`src/rtl/pwm_pkg.sv`:
```
// Shared mode encodings and duty-bus slicing for the multi-channel PWM.
// No logic, no latency, no flow control.
// Imported by the top and the per-channel comparator.
package pwm_pkg;

    localparam logic MODE_EDGE   = 1'b0;
    localparam logic MODE_CENTER = 1'b1;

    // LSB of channel ch inside a flat duty bus of width-bit lanes
    function automatic int duty_lsb(input int ch, input int width);
        return ch * width;
    endfunction

endpackage

```
`src/rtl/pwm_channel_cmp.sv`:
```
// One PWM lane: count-vs-duty compare, live polarity, registered output.
// Latency: output reflects the count one cycle later.
// No backpressure; idles at the polarity level while disabled.
module pwm_channel_cmp #(
    parameter int WIDTH = 8
) (
    input  logic             clk,
    input  logic             rst_n,
    input  logic             enable,
    input  logic [WIDTH-1:0] count,
    input  logic [WIDTH-1:0] duty,
    input  logic             polarity,
    output logic             pwm_out
);

    logic raw;

    assign raw = (count < duty);

    always_ff @(posedge clk or negedge rst_n) begin
        if (!rst_n) begin
            pwm_out <= 1'b0;
        end else if (!enable) begin
            pwm_out <= polarity;
        end else begin
            pwm_out <= raw ^ polarity;
        end
    end

endmodule

```
`src/rtl/pwm_multi_channel.sv`:
```
// Multi-channel PWM with a shared edge/center-aligned counter and double-buffered settings.
// Latency: outputs and period_start lag the counter by one cycle; loads apply at a period boundary.
// Backpressure: load_ready is low while a staged load waits for its boundary.
module pwm_multi_channel
    import pwm_pkg::*;
#(
    parameter int CHANNELS = 4,
    parameter int WIDTH    = 8
) (
    input  logic                      clk,
    input  logic                      rst_n,
    input  logic                      enable,
    input  logic                      load_valid,
    output logic                      load_ready,
    input  logic [WIDTH-1:0]          load_period,
    input  logic [CHANNELS*WIDTH-1:0] load_duty,
    input  logic                      load_center,
    input  logic [CHANNELS-1:0]       polarity,
    output logic [CHANNELS-1:0]       pwm_out,
    output logic                      period_start
);

    localparam logic [0:0]       ST_UP   = 1'b0;
    localparam logic [0:0]       ST_DOWN = 1'b1;
    localparam logic [WIDTH-1:0] ONE     = {{(WIDTH-1){1'b0}}, 1'b1};

    logic [WIDTH-1:0]          cnt;
    logic [0:0]                dir;

    logic [WIDTH-1:0]          sh_period;
    logic [CHANNELS*WIDTH-1:0] sh_duty;
    logic                      sh_mode;

    logic                      stg_vld;
    logic [WIDTH-1:0]          stg_period;
    logic [CHANNELS*WIDTH-1:0] stg_duty;
    logic                      stg_mode;

    logic                      at_end;
    logic                      boundary;
    logic                      apply;
    logic                      accept;

    // Last cycle of the current period, judged on the shadow settings
    always_comb begin
        at_end = 1'b0;
        if (sh_period == '0) begin
            at_end = 1'b1;
        end else if (sh_mode == MODE_EDGE) begin
            at_end = (cnt == sh_period);
        end else begin
            at_end = (cnt == '0) && (dir == ST_DOWN);
        end
    end

    assign boundary   = enable & at_end;
    assign apply      = stg_vld & (boundary | ~enable);
    assign load_ready = ~stg_vld;
    assign accept     = load_valid & load_ready;

    always_ff @(posedge clk or negedge rst_n) begin
        if (!rst_n) begin
            cnt <= '0;
            dir <= ST_UP;
        end else if (!enable || at_end) begin
            cnt <= '0;
            dir <= ST_UP;
        end else if (sh_mode == MODE_EDGE) begin
            cnt <= cnt + ONE;
        end else if (dir == ST_UP) begin
            // top value is held for a second cycle while turning around
            if (cnt == sh_period - ONE) begin
                dir <= ST_DOWN;
            end else begin
                cnt <= cnt + ONE;
            end
        end else begin
            cnt <= cnt - ONE;
        end
    end

    always_ff @(posedge clk or negedge rst_n) begin
        if (!rst_n) begin
            stg_vld    <= 1'b0;
            stg_period <= '0;
            stg_duty   <= '0;
            stg_mode   <= MODE_EDGE;
        end else if (apply) begin
            stg_vld <= 1'b0;
        end else if (accept) begin
            stg_vld    <= 1'b1;
            stg_period <= load_period;
            stg_duty   <= load_duty;
            stg_mode   <= load_center;
        end
    end

    always_ff @(posedge clk or negedge rst_n) begin
        if (!rst_n) begin
            sh_period <= '1;
            sh_duty   <= '0;
            sh_mode   <= MODE_EDGE;
        end else if (apply) begin
            sh_period <= stg_period;
            sh_duty   <= stg_duty;
            sh_mode   <= stg_mode;
        end
    end

    always_ff @(posedge clk or negedge rst_n) begin
        if (!rst_n) begin
            period_start <= 1'b0;
        end else begin
            period_start <= enable && (cnt == '0) && (dir == ST_UP);
        end
    end

    for (genvar i = 0; i < CHANNELS; i++) begin : g_ch
        pwm_channel_cmp #(
            .WIDTH(WIDTH)
        ) u_cmp (
            .clk     (clk),
            .rst_n   (rst_n),
            .enable  (enable),
            .count   (cnt),
            .duty    (sh_duty[duty_lsb(i, WIDTH) +: WIDTH]),
            .polarity(polarity[i]),
            .pwm_out (pwm_out[i])
        );
    end

endmodule

```
`config.mk`:
```
export PLATFORM = sky130hd
export DESIGN_NAME = pwm_multi_channel
export DESIGN_NICKNAME = d
export VERILOG_FILES = /design/src/rtl/pwm_pkg.sv /design/src/rtl/pwm_channel_cmp.sv /design/src/rtl/pwm_multi_channel.sv
export SDC_FILE = /design/constraint.sdc
export NUM_CORES = 1
export LEC_CHECK = 0
export CAP_MARGIN = 10
export CORE_MARGIN = 2
export CORE_UTILIZATION = 60
export CTS_CLUSTER_SIZE = 28
export DETAILED_ROUTE_END_ITERATION = 10
export PLACE_DENSITY_LB_ADDON = 0.3
export RECOVER_POWER = 50
export SLEW_MARGIN = 0
export SYNTH_ARGS = -nofsm -noshare
export SYNTH_HDL_FRONTEND = slang
export SYNTH_HIERARCHICAL = 1
export SYNTH_SLANG_ARGS = --single-unit
```
`constraint.sdc`:
```
create_clock -name clk -period 7.96 [get_ports clk]
set_clock_uncertainty 0.15 [all_clocks]
set_input_delay 1.592 -clock clk [delete_from_list [all_inputs] [get_ports clk]]
set_output_delay 1.592 -clock clk [all_outputs]
set_load 0.01 [all_outputs]
```
==> summary.log <==
INFO  place          place_inst=550
INFO  sta            layout_setup_ws=3.886ns
INFO  clocking       cts-buffers-inserted=9
INFO  setup_path     crit_path_end=sh_duty[14]$_DFFE_PN0P_
INFO  power_and_ir_drop irDropWorstVdd=0.0001532V
INFO  place          post_place_worst_slack=3.593ns
INFO  setup_path     path_class=in -> reg
INFO  cells_and_area post_route_cells_drive_above_1_share=18.00%
INFO  sta            fin_setup_tns=0ns
INFO  run_status     status=finished, violations left
INFO  place          io_buffers=54
INFO  global_routing antenna_found_initial=0
INFO  power_and_ir_drop power_density=293.8mW/mm²
INFO  routing        drt_wl_total=9371µm
INFO  logic_synthesis synthDistinctLibCells=49
INFO  die            fp.dieArea=0.009037mm²
INFO  flow_run       drv.max_cap_violation_count=1
INFO  setup_path     timing.critical_path.required=8.04ns
INFO  logic_synthesis synth-seq-area-share=48.98%
INFO  global_routing grt_max_degree=51
INFO  sta            tightest_slew=2.520ns
INFO  place          place.gp.congestion=0.8063
INFO  logic_synthesis synth_edf_count=0
INFO  global_routing grtUsageTotal=22.54%
INFO  die            start_util=61.18%
INFO  die            placeableCoreArea=0.008134mm²
INFO  logic_synthesis nets_in_the_synthesized_netlist=487
INFO  routing        routedWlPerCell=16.56µm
INFO  logic_synthesis synth_top_cells_by_count=89 x sky130_fd_sc_hd__dfrtp_1, 44 x sky130_fd_sc_hd__mux2_2, 38 x sky130_fd_sc_hd__mux2_1
INFO  die            die_x=95.07µm
INFO  logic_synthesis async_reset_ff_share=100.0%
INFO  logic_synthesis synth_largest_area_cell=sky130_fd_sc_hd__dfrtp_1
INFO  logic_synthesis synth.top_cells.by_area=sky130_fd_sc_hd__dfrtp_1 45%, sky130_fd_sc_hd__mux2_2 10%, sky130_fd_sc_hd__mux2_1 8.6%
INFO  sta            final_hold_viol_count=0
INFO  logic_synthesis most_frequent_cell_after_synthesis=sky130_fd_sc_hd__dfrtp_1
INFO  routing        dr.first_iter.drc_count=94
INFO  die            io_pins=55
INFO  logic_synthesis warning_count_from_the_yosys_run=6
INFO  setup_path     worst-r2r-setup-slack=4.58ns
INFO  setup_path     longest_individual_stage_delay_on_the_worst_path=0.97ns
INFO  routing        ant_nets=0
INFO  sta            drv_slew=49
INFO  setup_path     worstPathCellList=dlygate4sd3_1 > nand4_1 > nand2_2 > mux2_1
INFO  clocking       cts-root-buf=sky130_fd_sc_hd__clkbuf_8
INFO  clocking       clock_tree.htree_level_count=3
INFO  routing        route.met3.wl=199µm
INFO  routing        wl_met2=4718µm
INFO  logic_synthesis synth_area_per_cell=12.29µm²
INFO  setup_path     critical_path_buf_inv_count=1
INFO  hold_path      hold_path_class=reg -> reg
INFO  cells_and_area final_instance_count_without_filler_cells=566
INFO  logic_synthesis syn-instance-count=405
INFO  die            floorplan.die.height=95.07µm
INFO  sta            final.hold.worst_slack=0.3391ns
INFO  routing        dr.pass1.iters=4
INFO  clocking       cts_hold_buffers_added=0
INFO  clocking       post-cts-setup-buffer-count=0
INFO  cells_and_area area_growth_syn_to_layout=16.52%
INFO  clocking       clock_tree.buffer_depth=2
INFO  sta            timing.final.crit_share=51.19%
INFO  sta            slew_headroom=-68.02%
INFO  setup_path     timing.critical_path.from=enable
INFO  routing        route.detailed.vias_per_inst=5.631
INFO  routing        drc_viols=0
INFO  clocking       cts.clk_slew.worst_paths=0.09ns
INFO  setup_path     worst-path-stages=4
INFO  routing        highest-signal-layer=met4
INFO  sta            rsz0062_at_grt=no
INFO  cells_and_area antenna_cells_inserted=0
INFO  setup_path     worst-path-max-fanout=41
INFO  sta            peak_clock_frequency_supported_by_timing=245.4MHz
INFO  clocking       cts-resized-gates=0
INFO  setup_path     critical-path-slowest-cell=sky130_fd_sc_hd__nand2_2
INFO  clocking       clkSinkCount=97
INFO  setup_path     rr_endpoint=sh_duty[14]$_DFFE_PN0P_
INFO  sta            final_period_minus_worst_setup_slack=4.074ns
INFO  setup_path     setup.worst_path.end_class=register
INFO  logic_synthesis synth_ff_type=sky130_fd_sc_hd__dfrtp_1
INFO  global_routing first_global_vias=3,256
INFO  setup_path     cp.arrival=4.15ns
INFO  power_and_ir_drop power.static_leakage=2.592nW
INFO  setup_path     r2r_start=cnt[4]$_DFFE_PN0P_
INFO  run_status     violations=max-capacitance violations, max-slew violations
INFO  die            num_rows=33
INFO  sta            finalSetupViolCount=0
INFO  setup_path     cell_depth_of_the_worst_flop_to_flop_path=6
INFO  place          detailedPlacementHpwl=6404µm
INFO  cells_and_area nNetsFinal=538
INFO  routing        num_vias=3,187
INFO  logic_synthesis syn_std_cell_area=0.004976mm²
INFO  clocking       tritoncts_clock_tree=built
INFO  logic_synthesis synth.ff_latch_count=97
INFO  setup_path     critical_path.top_delay_family=simple AND/OR/NAND/NOR gates
INFO  clocking       clock_latency_on_the_worst_skew_pair=0.37ns
INFO  routing        wl_met1=4228µm
INFO  power_and_ir_drop fin_total_pwr=1.704mW
INFO  global_routing globalRouteOverflowTotal=0
INFO  global_routing first_pass_grt_wire_length=15,430µm
INFO  setup_path     critical_path.startpoint_type=input pin
INFO  logic_synthesis synth_top_area_share=44.76%
placed cells by master, fill, tap and decap left out, types with 8 or more instances in the layout:
master,Yosys,final
sky130_fd_sc_hd__nand2b_1,10,10
sky130_fd_sc_hd__inv_1,33,33
sky130_fd_sc_hd__clkdlybuf4s50_1,0,52
sky130_fd_sc_hd__dfrtp_1,89,89
sky130_fd_sc_hd__xor2_1,8,8
sky130_fd_sc_hd__nand2_1,9,8
sky130_fd_sc_hd__nor2_1,15,15
sky130_fd_sc_hd__dfstp_2,8,8
sky130_fd_sc_hd__mux2_2,44,44
sky130_fd_sc_hd__ha_1,33,33
sky130_fd_sc_hd__mux2_1,38,38
sky130_fd_sc_hd__nand4_1,9,9
sky130_fd_sc_hd__clkbuf_8,0,9
power by group:
part | switching, mW | leakage (nW) | internal [mW] | total, mW
sequential | 0.141 | 1.15 | 0.687 | 0.828
clock | 0.171 | 0.106 | 0.177 | 0.348
combinational | 0.236 | 1.34 | 0.291 | 0.527
final cells by class:
cell class	instances	area [µm²]
clock inverters	7	93.84
flip-flops and latches	97	2437
repair buffers	55	541.8
multi-input cells	260	2346
clock buffers	9	123.9
fillers	582	2336
well taps	105	131.4
inverters	33	123.9
worst min-delay path by stage:
stage                              startpoint                  endpoint  cells after the start
floorplan             stg_duty[0]$_DFFE_PN0P_    sh_duty[0]$_DFFE_PN0P_                      1
CTS                 stg_period[7]$_DFFE_PN0P_  sh_period[7]$_DFFE_PN1P_                      1
detailed placement       stg_mode$_DFFE_PN0P_       sh_mode$_DFFE_PN0P_                      1
global route        stg_period[7]$_DFFE_PN0P_  sh_period[7]$_DFFE_PN1P_                      1
finish               stg_duty[22]$_DFFE_PN0P_   sh_duty[22]$_DFFE_PN0P_                      1
global placement     stg_duty[12]$_DFFE_PN0P_   sh_duty[12]$_DFFE_PN0P_                      1
layer usage:
layer | vias to the layer above | global-route usage [%]
met1 | 1582 | 29.44
met5 | - | 0
met4 | 0 | 9.783
met2 | 47 | 37.68
met3 | 19 | 3.083
li1 | 1539 | -
kinds of logic (layout without fill, tap and decap cells):
kind of cell / after synthesis / after routing / synth area share, %
flops: 97 / 97 / 48.98
mux: 83 / 83 / 18.76
simple gates: 77 / 77 / 9.001
compound gates: 52 / 52 / 8.248
buf+inv: 48 / 104 / 4.074
fa+ha+maj: 33 / 33 / 8.298
xor+xnor: 15 / 15 / 2.640
worst reg2reg max path: stages (launching register included):
cell and delay (ns):
sky130_fd_sc_hd__dfrtp_1 0.67, sky130_fd_sc_hd__xor2_1 0.19, sky130_fd_sc_hd__nor4_1 0.33, sky130_fd_sc_hd__nand4_1 0.13
sky130_fd_sc_hd__nand4_1 0.46, sky130_fd_sc_hd__nand2_2 0.72, sky130_fd_sc_hd__mux2_1 0.61
state kept, by name, summed over array words and instances (netlist names):
signal and flops:
stg_vld 1, stg_mode 1, period_start 1, sh_period 8
cnt 8, sh_duty 32, g_ch.u_cmp/pwm_out 4, stg_period 8
stg_duty 32, dir 1, sh_mode 1
per-stage QoR:
stage,util (%),cell area [µm²]
floorplan,-,4976
global placement,68.65,5584
detailed placement,68.65,5584
CTS,71.33,5802
global route,71.28,5798
finish,71.28,5798
Power figures use the tool's default switching activity.
